File: src/rtl/multicycle_control_if.sv
// rtl/multicycle_control_if.sv - opcode/handshake inputs and datapath control bundle
// master drives the datapath controls; slave is the datapath side.
interface multicycle_control_if;
  logic [5:0] opcode;
  logic       memReady;
  logic       PCWrite;
  logic       PCWriteCond;
  logic       IorD;
  logic       MemRead;
  logic       MemWrite;
  logic       IRWrite;
  logic       RegDst;
  logic       MemtoReg;
  logic       RegWrite;
  logic       ALUSrcA;
  logic [1:0] ALUSrcB;
  logic [1:0] ALUOp;
  logic       PCSource;
  logic       illegalOp;
  logic [3:0] stateOut;

  modport master (
    input  opcode, memReady,
    output PCWrite, PCWriteCond, IorD, MemRead, MemWrite, IRWrite,
           RegDst, MemtoReg, RegWrite, ALUSrcA, ALUSrcB, ALUOp,
           PCSource, illegalOp, stateOut
  );

  modport slave (
    output opcode, memReady,
    input  PCWrite, PCWriteCond, IorD, MemRead, MemWrite, IRWrite,
           RegDst, MemtoReg, RegWrite, ALUSrcA, ALUSrcB, ALUOp,
           PCSource, illegalOp, stateOut
  );
endinterface

File: src/rtl/multicycle_control.sv
// rtl/multicycle_control.sv - multi-cycle MIPS subset main control FSM
// Fetch/decode/execute/memory/writeback sequencing with memory-ready stalls.
module multicycle_control #(
  parameter logic [5:0] OP_RTYPE = 6'b000000,
  parameter logic [5:0] OP_LW    = 6'b100011,
  parameter logic [5:0] OP_SW    = 6'b101011,
  parameter logic [5:0] OP_BEQ   = 6'b000100,
  parameter logic [5:0] OP_ANDI  = 6'b001100
) (
  input  logic                 clk,
  input  logic                 reset,
  multicycle_control_if.master bus
);

  typedef enum logic [3:0] {
    S_FETCH   = 4'd0,
    S_DECODE  = 4'd1,
    S_MEMADR  = 4'd2,
    S_MEMRD   = 4'd3,
    S_MEMWB   = 4'd4,
    S_MEMWR   = 4'd5,
    S_EXEC    = 4'd6,
    S_RTYPEWB = 4'd7,
    S_BRANCH  = 4'd8,
    S_ANDIEX  = 4'd9,
    S_ANDIWB  = 4'd10
  } state_t;

  typedef struct packed {
    logic       fetch_strobe;
    logic       pcwritecond;
    logic       iord;
    logic       memread;
    logic       memwrite;
    logic       regdst;
    logic       memtoreg;
    logic       regwrite;
    logic       alusrca;
    logic [1:0] alusrcb;
    logic [1:0] aluop;
    logic       pcsource;
  } ctrl_t;

  state_t state;
  state_t state_next;
  ctrl_t  ctrl_q;
  logic   op_legal;
  logic   live;

  // Moore control word for a state; unreachable codes decode to all zeros.
  function automatic ctrl_t decode(input state_t s);
    ctrl_t c;
    c = '0;
    case (s)
      S_FETCH: begin
        c.memread      = 1'b1;
        c.alusrcb      = 2'b01;
        c.fetch_strobe = 1'b1;
      end
      S_DECODE: begin
        c.alusrcb = 2'b11;
      end
      S_MEMADR: begin
        c.alusrca = 1'b1;
        c.alusrcb = 2'b10;
      end
      S_MEMRD: begin
        c.memread = 1'b1;
        c.iord    = 1'b1;
      end
      S_MEMWB: begin
        c.regwrite = 1'b1;
        c.memtoreg = 1'b1;
      end
      S_MEMWR: begin
        c.memwrite = 1'b1;
        c.iord     = 1'b1;
      end
      S_EXEC: begin
        c.alusrca = 1'b1;
        c.aluop   = 2'b10;
      end
      S_RTYPEWB: begin
        c.regwrite = 1'b1;
        c.regdst   = 1'b1;
      end
      S_BRANCH: begin
        c.alusrca     = 1'b1;
        c.aluop       = 2'b01;
        c.pcwritecond = 1'b1;
        c.pcsource    = 1'b1;
      end
      S_ANDIEX: begin
        c.alusrca = 1'b1;
        c.alusrcb = 2'b10;
        c.aluop   = 2'b11;
      end
      S_ANDIWB: begin
        c.regwrite = 1'b1;
      end
      default: c = '0;
    endcase
    return c;
  endfunction

  always_comb begin
    op_legal = (bus.opcode == OP_RTYPE) || (bus.opcode == OP_LW) ||
               (bus.opcode == OP_SW)    || (bus.opcode == OP_BEQ) ||
               (bus.opcode == OP_ANDI);
  end

  always_comb begin
    state_next = S_FETCH;
    case (state)
      S_FETCH:   state_next = bus.memReady ? S_DECODE : S_FETCH;
      S_DECODE: begin
        if (bus.opcode == OP_LW || bus.opcode == OP_SW) state_next = S_MEMADR;
        else if (bus.opcode == OP_RTYPE)                state_next = S_EXEC;
        else if (bus.opcode == OP_BEQ)                  state_next = S_BRANCH;
        else if (bus.opcode == OP_ANDI)                 state_next = S_ANDIEX;
        else                                            state_next = S_FETCH;
      end
      S_MEMADR: begin
        if (bus.opcode == OP_LW)      state_next = S_MEMRD;
        else if (bus.opcode == OP_SW) state_next = S_MEMWR;
        else                          state_next = S_FETCH;
      end
      S_MEMRD:   state_next = bus.memReady ? S_MEMWB : S_MEMRD;
      S_MEMWB:   state_next = S_FETCH;
      S_MEMWR:   state_next = bus.memReady ? S_FETCH : S_MEMWR;
      S_EXEC:    state_next = S_RTYPEWB;
      S_RTYPEWB: state_next = S_FETCH;
      S_BRANCH:  state_next = S_FETCH;
      S_ANDIEX:  state_next = S_ANDIWB;
      S_ANDIWB:  state_next = S_FETCH;
      default:   state_next = S_FETCH;
    endcase
  end

  // The control word is registered alongside the state so it is glitch-free.
  always_ff @(posedge clk or posedge reset) begin
    if (reset) begin
      state  <= S_FETCH;
      ctrl_q <= decode(S_FETCH);
    end else begin
      state  <= state_next;
      ctrl_q <= decode(state_next);
    end
  end

  // Reset masks every output so nothing leaks out while it is held.
  assign live = ~reset;

  assign bus.PCWrite     = live & ctrl_q.fetch_strobe & bus.memReady;
  assign bus.IRWrite     = live & ctrl_q.fetch_strobe & bus.memReady;
  assign bus.PCWriteCond = live & ctrl_q.pcwritecond;
  assign bus.IorD        = live & ctrl_q.iord;
  assign bus.MemRead     = live & ctrl_q.memread;
  assign bus.MemWrite    = live & ctrl_q.memwrite;
  assign bus.RegDst      = live & ctrl_q.regdst;
  assign bus.MemtoReg    = live & ctrl_q.memtoreg;
  assign bus.RegWrite    = live & ctrl_q.regwrite;
  assign bus.ALUSrcA     = live & ctrl_q.alusrca;
  assign bus.ALUSrcB     = ctrl_q.alusrcb & {2{live}};
  assign bus.ALUOp       = ctrl_q.aluop & {2{live}};
  assign bus.PCSource    = live & ctrl_q.pcsource;
  assign bus.illegalOp   = live & (state == S_DECODE) & ~op_legal;
  assign bus.stateOut    = state & {4{live}};

endmodule

File: src/flat_wrapper.sv
// flat-port wrapper written by rule: the top's interface ports become plain ports
module multicycle_control_flat 
#(
  parameter logic [5:0] OP_RTYPE = 6'b000000,
  parameter logic [5:0] OP_LW    = 6'b100011,
  parameter logic [5:0] OP_SW    = 6'b101011,
  parameter logic [5:0] OP_BEQ   = 6'b000100,
  parameter logic [5:0] OP_ANDI  = 6'b001100
)
  (clk, reset, bus_opcode, bus_memReady, bus_PCWrite, bus_PCWriteCond, bus_IorD, bus_MemRead, bus_MemWrite, bus_IRWrite, bus_RegDst, bus_MemtoReg, bus_RegWrite, bus_ALUSrcA, bus_ALUSrcB, bus_ALUOp, bus_PCSource, bus_illegalOp, bus_stateOut);
  multicycle_control_if bus_i ();
  input  logic clk;
  input  logic reset;
  input wire logic [$bits(bus_i.opcode)-1:0] bus_opcode;
  input wire logic [$bits(bus_i.memReady)-1:0] bus_memReady;
  output wire logic [$bits(bus_i.PCWrite)-1:0] bus_PCWrite;
  output wire logic [$bits(bus_i.PCWriteCond)-1:0] bus_PCWriteCond;
  output wire logic [$bits(bus_i.IorD)-1:0] bus_IorD;
  output wire logic [$bits(bus_i.MemRead)-1:0] bus_MemRead;
  output wire logic [$bits(bus_i.MemWrite)-1:0] bus_MemWrite;
  output wire logic [$bits(bus_i.IRWrite)-1:0] bus_IRWrite;
  output wire logic [$bits(bus_i.RegDst)-1:0] bus_RegDst;
  output wire logic [$bits(bus_i.MemtoReg)-1:0] bus_MemtoReg;
  output wire logic [$bits(bus_i.RegWrite)-1:0] bus_RegWrite;
  output wire logic [$bits(bus_i.ALUSrcA)-1:0] bus_ALUSrcA;
  output wire logic [$bits(bus_i.ALUSrcB)-1:0] bus_ALUSrcB;
  output wire logic [$bits(bus_i.ALUOp)-1:0] bus_ALUOp;
  output wire logic [$bits(bus_i.PCSource)-1:0] bus_PCSource;
  output wire logic [$bits(bus_i.illegalOp)-1:0] bus_illegalOp;
  output wire logic [$bits(bus_i.stateOut)-1:0] bus_stateOut;
  assign bus_i.opcode = bus_opcode;
  assign bus_i.memReady = bus_memReady;
  assign bus_PCWrite = bus_i.PCWrite;
  assign bus_PCWriteCond = bus_i.PCWriteCond;
  assign bus_IorD = bus_i.IorD;
  assign bus_MemRead = bus_i.MemRead;
  assign bus_MemWrite = bus_i.MemWrite;
  assign bus_IRWrite = bus_i.IRWrite;
  assign bus_RegDst = bus_i.RegDst;
  assign bus_MemtoReg = bus_i.MemtoReg;
  assign bus_RegWrite = bus_i.RegWrite;
  assign bus_ALUSrcA = bus_i.ALUSrcA;
  assign bus_ALUSrcB = bus_i.ALUSrcB;
  assign bus_ALUOp = bus_i.ALUOp;
  assign bus_PCSource = bus_i.PCSource;
  assign bus_illegalOp = bus_i.illegalOp;
  assign bus_stateOut = bus_i.stateOut;
  multicycle_control #(.OP_RTYPE(OP_RTYPE), .OP_LW(OP_LW), .OP_SW(OP_SW), .OP_BEQ(OP_BEQ), .OP_ANDI(OP_ANDI)) u_core (.clk(clk), .reset(reset), .bus(bus_i));
endmodule
File: config.mk
export PLATFORM = sky130hd
export DESIGN_NAME = multicycle_control_flat
export DESIGN_NICKNAME = d
export VERILOG_FILES = /design/src/rtl/multicycle_control_if.sv /design/src/rtl/multicycle_control.sv /design/src/flat_wrapper.sv
export SDC_FILE = /design/constraint.sdc
export NUM_CORES = 1
export LEC_CHECK = 0
export ABC_AREA = 0
export CELL_PAD_IN_SITES_DETAIL_PLACEMENT = 1
export CELL_PAD_IN_SITES_GLOBAL_PLACEMENT = 1
export CORE_MARGIN = 2
export CORE_UTILIZATION = 30
export DETAILED_ROUTE_END_ITERATION = 12
export GPL_TIMING_DRIVEN = 0
export MAX_ROUTING_LAYER = met4
export PLACE_DENSITY = 0.79
export SYNTH_ARGS = -nofsm -noshare
export SYNTH_HDL_FRONTEND = slang
export SYNTH_SLANG_ARGS = --single-unit
File: constraint.sdc
create_clock -name clk -period 5.02 [get_ports clk]
set_input_delay 0.502 -clock clk [delete_from_list [all_inputs] [get_ports clk]]
set_output_delay 0.502 -clock clk [all_outputs]
set_load 0.01 [all_outputs]
==> impl_summary.md, run 1 <==
Worst setup path
In this run the critical register-to-register path is captured at u_core.ctrl_q[10]. The critical path startpoint category is an input port. The count of cells along the worst register-to-register path is 6. The cell family contributing the most delay on the critical path is buffers and inverters. The signal on the critical path passes through clkdlybuf4s50_1 > inv_1 > and3_1 > buf_4 > clkdlybuf4s50_1. The critical path contains buffers and inverters numbering 4 combined. The critical path start-end classification is input port to primary output. The worst register-to-register path has a setup slack of 2890 ps.

The cell that appears most often on the critical path is sky130_fd_sc_hd__clkdlybuf4s50_1. In this design, the stage delay of the slowest critical-path cell is 540 ps. The critical path endpoint category is a primary output. The required time of the critical path is 4520 ps. The slowest stage of the critical path is the sky130_fd_sc_hd__clkdlybuf4s50_1 cell. The startpoint identified for the worst register-to-register timing path is u_core.state[0]. The arrival time of the worst setup path is 2500 ps. Along the worst path, the maximum fanout reaches 18.

Clock tree
The buffer type at the clock tree root is sky130_fd_sc_hd__clkbuf_4. The number of cells upsized or downsized after cts is 0. TritonCTS built the clock tree.

The number of sinks handled by clock tree synthesis is 17. Buffers inserted during clock tree synthesis total 3. Buffers added to address setup during post-CTS repair amount to 0. The maximum level of the CTS H-tree is 1. The maximum clock insertion buffer count is 2. The insertion delay to the later sink of the worst-skew pair is 290 ps.

The total of hold buffers inserted after clock tree synthesis is 0. The clock transition at the registers of the reported paths is 100 ps.

Drt
The per-cell routed wire length is 13.02 um. The DRC violation total after the first TritonRoute iteration is 2. The number of routed nets with antenna violations is 0. For this run, the detailed router's first-pass iteration total came to 4. Summed over all layers, the routed wires come to 2370 um. In the routed design, unresolved DRC markers number 0.

Using the TritonRoute via totals, the vias-per-cell ratio works out to 4.643. The overall via count from detail_route is 845.

GRT
The aggregate global-route resource usage is 0.1314. For met1 alone, demand over resource in global routing was 0.1663. Entering global routing, the biggest net connects 19 pins. The global-route met3 utilization is 0.01087. The number of global-route vias before repair was 889. The global routing stage identified its most utilized layer as met2. The initial antenna violation count is 0.

The remaining global-route overflow is 0. For this run, global-route usage on met2 was measured as 0.2323. The first-pass GRT wire length is 4119 um.

Yosys
The post-synthesis async set-or-reset flop share is 1.000. The synthesized netlist occupies a cell area of 1013 sq um. The post-synth net total is 113. The share of the synthesized netlist area taken by xor and xnor gates is 0.008642. The distinct cell type count after synthesis is 44.

The cell type with the largest total area after synthesis is sky130_fd_sc_hd__dfrtp_1. The fraction of the mapped netlist area in compound gates was 0.1296. The area share of the largest cell type after synthesis is 0.3457. Yosys mapped a number of flops with a built-in enable equal to 0. Of the total synthesized cell area, the portion taken by AND, OR, NAND and NOR gates is 0.3741. Synthesis produced a netlist whose cell count is 104. The combinational family with the most area after synthesis is simple AND/OR/NAND/NOR gates.

The proportion of synthesized chip area in sequential cells is 0.4235. The number of warning messages in the yosys log is 0. The share of cell area taken by muxes after synthesis is 0. The register bit count reported by yosys is 17. The mean instance size in the synthesized netlist is 9.745 sq um.

In the post-synthesis netlist, the biggest area contributors are sky130_fd_sc_hd__dfrtp_1 35%, sky130_fd_sc_hd__nor2b_1 10%, sky130_fd_sc_hd__dfstp_2 7.8%, sky130_fd_sc_hd__a21oi_1 3.0%, sky130_fd_sc_hd__nand3b_1 3.0%. The main flop type after synthesis is sky130_fd_sc_hd__dfrtp_1. Of the total synthesized cell area, the portion taken by full adders, half adders and majority gates is 0.

STA
The relative slew slack is 0.5388. The number of hold violations in the final report is 0. The final max-slew violation count came to 0. The final worst clock skew is 6.460 ps.

The time the worst path needs with I/O delays and setup is 2999 ps. The number of setup violations in the final report is 0. Adding up every negative setup slack in the final design gives 0 ps. For the pin with the worst max-slew slack, the measured transition is 687.1 ps.

Static timing analysis puts the maximum clock frequency at 333.5 MHz. The share of the clock period used by the worst path after layout is 0.5974. The tightest hold path in the finished design has a slack of 699.3 ps. Setup repair after global routing left no endpoint under its margin.

Final layout
The library cells used most frequently in the layout, excluding fill and tap cells, are 28 x sky130_fd_sc_hd__clkdlybuf4s50_1, 17 x sky130_fd_sc_hd__nor2b_1, 14 x sky130_fd_sc_hd__dfrtp_1, 8 x sky130_fd_sc_hd__nor2_1, 6 x sky130_fd_sc_hd__a21oi_1. The total inserted antenna cells is 0. For this run, the post-layout net count is 146. The fill cell total of the finished layout is 385. Leaving out fill and tap cells, the most frequent cell in the layout is sky130_fd_sc_hd__clkdlybuf4s50_1. The post-synthesis to final-layout area growth is 36.05%. Once layout is done, the placed cells without fillers occupy 1379 sq um.

The layout cell share with drive strength beyond 1 is 0.1544.

Hold path
The hold path endpoint is u_core.ctrl_q[2]. The class of the worst hold path is flop to flop. The startpoint identified for the worst hold timing path is u_core.state[3]. Along the worst hold path, the cell count comes to 3.

Placed design
Routability-driven placement finished with a final weighted congestion of 0.7962. The half-perimeter wire length after detailed placement is 1891 um. The placed instances occupy a cell area of 1351 sq um. The total of buffers placed on input and output ports is 28.

Floorplan
For this configuration, the core starts out at a cell density of 0.3086. During I/O placement, the number of pins put on the boundary was 29. The floorplan step set the die height to 62.12 um. The area of the die is 3859 sq um. The die span in x is 62.12 um. The number of standard-cell rows in the floorplan is 21. The core region is 3284 sq um.

Outcome
The flow ran to the end, and the final reports show no timing, DRC or antenna violations.

Power and ir drop
In this run the static leakage power is 0.5857 nW. After layout, the design draws a total of 0.0002788 W. The largest vdd supply drop is 0.09670 mV. Dividing total power by cell area gives a power density of 202.2 nW/um^2.

Job
The number of maximum-capacitance violations is 0.
metrics by stage:
| step | instances | worst slack (ps) | utilization |
|---|---|---|---|
| floorplan | 104 | 3067 | - |
| global placement | 178 | 1998 | 0.4114 |
| detailed placement | 178 | 1957 | 0.4114 |
| CTS | 182 | 1935 | 0.4198 |
| global route | 182 | 1798 | 0.4198 |
| finish | 182 | 2021 | 0.4198 |
cells in the mapped netlist (2+ instances only):
cell and instances:
sky130_fd_sc_hd__clkbuf_1 4, sky130_fd_sc_hd__nand2_1 3, sky130_fd_sc_hd__buf_4 2, sky130_fd_sc_hd__dfstp_2 3
sky130_fd_sc_hd__nor3_1 2, sky130_fd_sc_hd__nor2_1 8, sky130_fd_sc_hd__nor2b_1 17, sky130_fd_sc_hd__nand2b_1 2
sky130_fd_sc_hd__nand3b_1 4, sky130_fd_sc_hd__inv_1 5, sky130_fd_sc_hd__dfrtp_1 14, sky130_fd_sc_hd__a21oi_1 6
sky130_fd_sc_hd__or2b_1 2, sky130_fd_sc_hd__or3_1 2
logic make-up after synthesis:
| group | Yosys count |
|---|---|
| XOR/XNOR | 1 |
| AO/OA/AOI/OAI | 15 |
| buffers and inverters | 13 |
| AND/OR/NAND/NOR | 58 |
| flip-flops | 17 |
registers in the layout, indices dropped and copies added, names as in the netlist:
name	cells
u_core.ctrl_q	13
u_core.state	4
how the worst max path moves through the flow:
stage                               start            end  slack [ps]  cells after the start
final                               reset    bus_PCWrite        2020                      5
after floorplan           u_core.state[1]  bus_illegalOp        3070                      3
after global routing                reset    bus_PCWrite        1800                      5
after detailed placement            reset    bus_PCWrite        1960                      5
after global placement              reset    bus_PCWrite        2000                      5
after CTS                           reset    bus_PCWrite        1930                      5
area by class of cell:
type | count | area, sq um | area share
Clock inverter | 1 | 5.005 | 0.003630
Timing Repair Buffer | 28 | 280.3 | 0.2033
Clock buffer | 3 | 22.52 | 0.01633
Sequential cell | 17 | 429.2 | 0.3113
Multi-Input combinational cell | 74 | 519.2 | 0.3766
Buffer | 8 | 46.29 | 0.03358
Tap cell | 46 | 57.56 | 0.04174
Inverter | 5 | 18.77 | 0.01361
power by group:
group          switching (W)  internal (W)  leakage [nW]
clock network      0.0000456     0.0000296        0.0177
registers         0.00000172      0.000144         0.224
logic              0.0000278     0.0000299         0.344
worst register-to-register path, stage by stage (launching register included):
cell and delay [ps]:
sky130_fd_sc_hd__dfrtp_1 370, sky130_fd_sc_hd__clkbuf_1 290, sky130_fd_sc_hd__nand3b_1 180, sky130_fd_sc_hd__a31oi_1 100, sky130_fd_sc_hd__a311oi_1 620, sky130_fd_sc_hd__nand3_1 240
sky130_fd_sc_hd__a211oi_1 270
layer usage:
layer  up-vias  wire (um)
met2        17       1163
li1        423          -
met4         0          6
met3         2         61
met1       403       1139
met5         -          0
Note: power is estimated with default switching activity, not from simulation.
==> run 2, diff against run 1 <==
--- a/config.mk
+++ b/config.mk
@@ -13,7 +13,7 @@
 export DETAILED_ROUTE_END_ITERATION = 12
 export GPL_TIMING_DRIVEN = 0
 export MAX_ROUTING_LAYER = met4
-export PLACE_DENSITY = 0.79
+export PLACE_DENSITY = 0.81
 export SYNTH_ARGS = -nofsm -noshare
 export SYNTH_HDL_FRONTEND = slang
 export SYNTH_SLANG_ARGS = --single-unit
==> constraint.sdc (replaced) <==
create_clock -name clk -period 2.7 [get_ports clk]
set_input_delay 0.27 -clock clk [delete_from_list [all_inputs] [get_ports clk]]
set_output_delay 0.27 -clock clk [all_outputs]
set_load 0.01 [all_outputs]
==> impl_summary.md, run 2 (synthesis results as in run 1) <==
Clock tree
The maximum level of the CTS H-tree is 1. Clock-pin slew was measured on the worst setup and hold paths at 110 ps. The tree built by TritonCTS fans out to 17 sinks. The insertion delay to the later sink of the worst-skew pair is 290 ps. The CTS tree is done. The longest clock path from root to sink contains 2 buffers. Counting the buffers created by CTS gives 3.

The buffer type at the clock tree root is sky130_fd_sc_hd__clkbuf_4.

STA
The slew at the pin closest to its max-slew limit is 639.8 ps. The final worst clock skew is 2.531 ps. For the finished layout, the period the worst path requires is 2508 ps. The setup total negative slack is 0 ps. Based on the critical path, the design can be clocked at up to 398.8 MHz. The number of setup violations in the final report is 0. The relative slew slack is 0.5706.

Setup repair after global routing left no endpoint under its margin. Of the available clock period, the critical path in the final layout requires 0.9287. The number of hold violations in the final report is 0. The tightest hold path in the finished design has a slack of 609.1 ps.

The final max-slew violation count came to 0.

Placed design
The total of buffers placed on input and output ports is 28. The cell total after placement is 178. The final RePlAce weighted congestion is 0.8426. The half-perimeter wire length after detailed placement is 2085 um.

Drt
Before antenna repair, the detailed router went through 4 iterations. The DRC violation total after the first TritonRoute iteration is 27. The count of nets left with antenna violations once routing finished came out at 0. Dividing the detail-routed via count by the number of cells gives 4.915.

The remaining routing DRC violations is 0. In the final routed layout, each cell accounts on average for 14.90 um. The detailed-route wire length is 2816 um. For this block, the via count after detailed routing is 929.

Outcome
The flow ran to the end, and the final reports show no timing, DRC or antenna violations.

Worst setup path
The arrival time of the worst setup path is 2240 ps. The largest fanout of any net on the critical path is 10. For the worst flop-to-flop path, the logic depth is 6. The setup path with the least slack is of type flop to primary output. The reg-to-reg endpoint is u_core.ctrl_q[10]. For flop-to-flop paths, the worst setup slack is 570 ps. The launch point of the worst reg-to-reg path is u_core.state[0].

The critical path startpoint category is a flop. The required time of the critical path is 2430 ps. The worst setup path is captured at a primary output.

Floorplan
For this design the top-level I/O count stands at 29. The area of the die is 3859 sq um. The area of the placeable core is 3284 sq um. The die span in x is 62.12 um. The floorplan has 21 rows. In this run the vertical extent of the chip is 62.12 um.

For this configuration, the core starts out at a cell density of 0.3086.

Job
Across the run, the number of max-cap violations was 0.

Final layout
The net count reported at finish is 153. The largest registers in the layout are u_core.ctrl_q (13), u_core.state (4). The finished layout holds 189 standard cells, fillers aside. The leading cell type in the layout, fill and taps excluded is sky130_fd_sc_hd__clkdlybuf4s50_1.

u_core.ctrl_q holds more flip-flops than any other register. In the layout the commonest cells are 28 x sky130_fd_sc_hd__clkdlybuf4s50_1, 17 x sky130_fd_sc_hd__nor2b_1, 14 x sky130_fd_sc_hd__dfrtp_1, 9 x sky130_fd_sc_hd__buf_4, 8 x sky130_fd_sc_hd__nor2_1. The layout cell share with drive strength beyond 1 is 0.2028. The register with the most flip-flops in the layout has 13 of them. From synthesis to final layout, the design area changed by 41.61%.

The total inserted antenna cells is 0.

GRT
The initial antenna violation count came to 0. Entering global routing, the biggest net connects 19 pins. The first global-routing pass estimated 4567 um of wire. The number of global-route vias before repair is 965. For this run the aggregate overflow at the end of global routing stands at 0. The aggregate global-route resource usage is 0.1517.

Power and ir drop
In this run the static leakage power is 0.6141 nW. The largest vdd supply drop is 0.1255 mV. The total design power is 0.0005286 W. For this design the ratio of total power to cell area is 368.3 nW/um^2.

Hold path
The min-delay analysis places its worst path in the category input port to async pin.
[run 2: changes by cell type in the layout (fill, tap and decap cells not counted), sizes merged]
cell / delta
inv: -1
buf: +7
clkinvlp: +1
[run 2: cell type report]
class	count	area, sq um
Fill cell	382	1849
Clock inverter	1	5.005
Sequential cell	17	429.2
Buffer	8	46.29
Tap cell	46	57.56
Clock buffer	3	22.52
Timing Repair Buffer	35	332.8
Multi-Input combinational cell	74	519.2
Inverter	5	22.52
[run 2: timing repair]
action	in CTS	in global routing
resized for setup	0	1
endpoints found under the setup margin	0	2
buffers inserted	0	7
hold buffers	0	0
[run 2: critical path: stages, from the launching register on]
cell,delay (ps)
sky130_fd_sc_hd__dfrtp_1,390
sky130_fd_sc_hd__buf_6,140
sky130_fd_sc_hd__or4b_4,550
sky130_fd_sc_hd__nor4_1,270
sky130_fd_sc_hd__clkdlybuf4s50_1,600
[run 2: where the power goes]
group          leakage, nW  internal [W]  switching (W)  total [W]
combinational        0.372     0.0000620      0.0000560   0.000118
sequential           0.224      0.000268     0.00000333   0.000271
clock               0.0177     0.0000550      0.0000842   0.000139
total                0.614      0.000385       0.000144   0.000529
[run 2: layer usage]
| metal | part of all wire | global-route usage |
|---|---|---|
| met1 | 0.41 | 0.1713 |
| met2 | 0.55 | 0.2785 |
| met3 | 0.028 | 0.01812 |
| met4 | 0.0089 | 0.05000 |
| met5 | 0 | - |
[run 2: worst max path at each step]
stage                     depth (start not counted)               end             from  slack, ps
final                                             4     bus_illegalOp  u_core.state[1]        190
after global routing                              4     bus_illegalOp  u_core.state[1]        100
after CTS                                         5       bus_PCWrite            reset         20
after detailed placement                          5       bus_PCWrite            reset         30
after global placement                            5       bus_PCWrite            reset         90
after floorplan                                   6  u_core.ctrl_q[4]  u_core.state[1]        850
[run 2: per-stage QoR]
stage / utilization / setup WS [ps] / instance area [sq um]
2_1_floorplan: - / 848.3 / 1013
3_3_place_gp: 0.4114 / 92.57 / 1351
3_5_place_dp: 0.4114 / 25.60 / 1351
4_1_cts: 0.4198 / 17.64 / 1379
5_1_grt: 0.4370 / 102.7 / 1435
6_report: 0.4370 / 192.4 / 1435
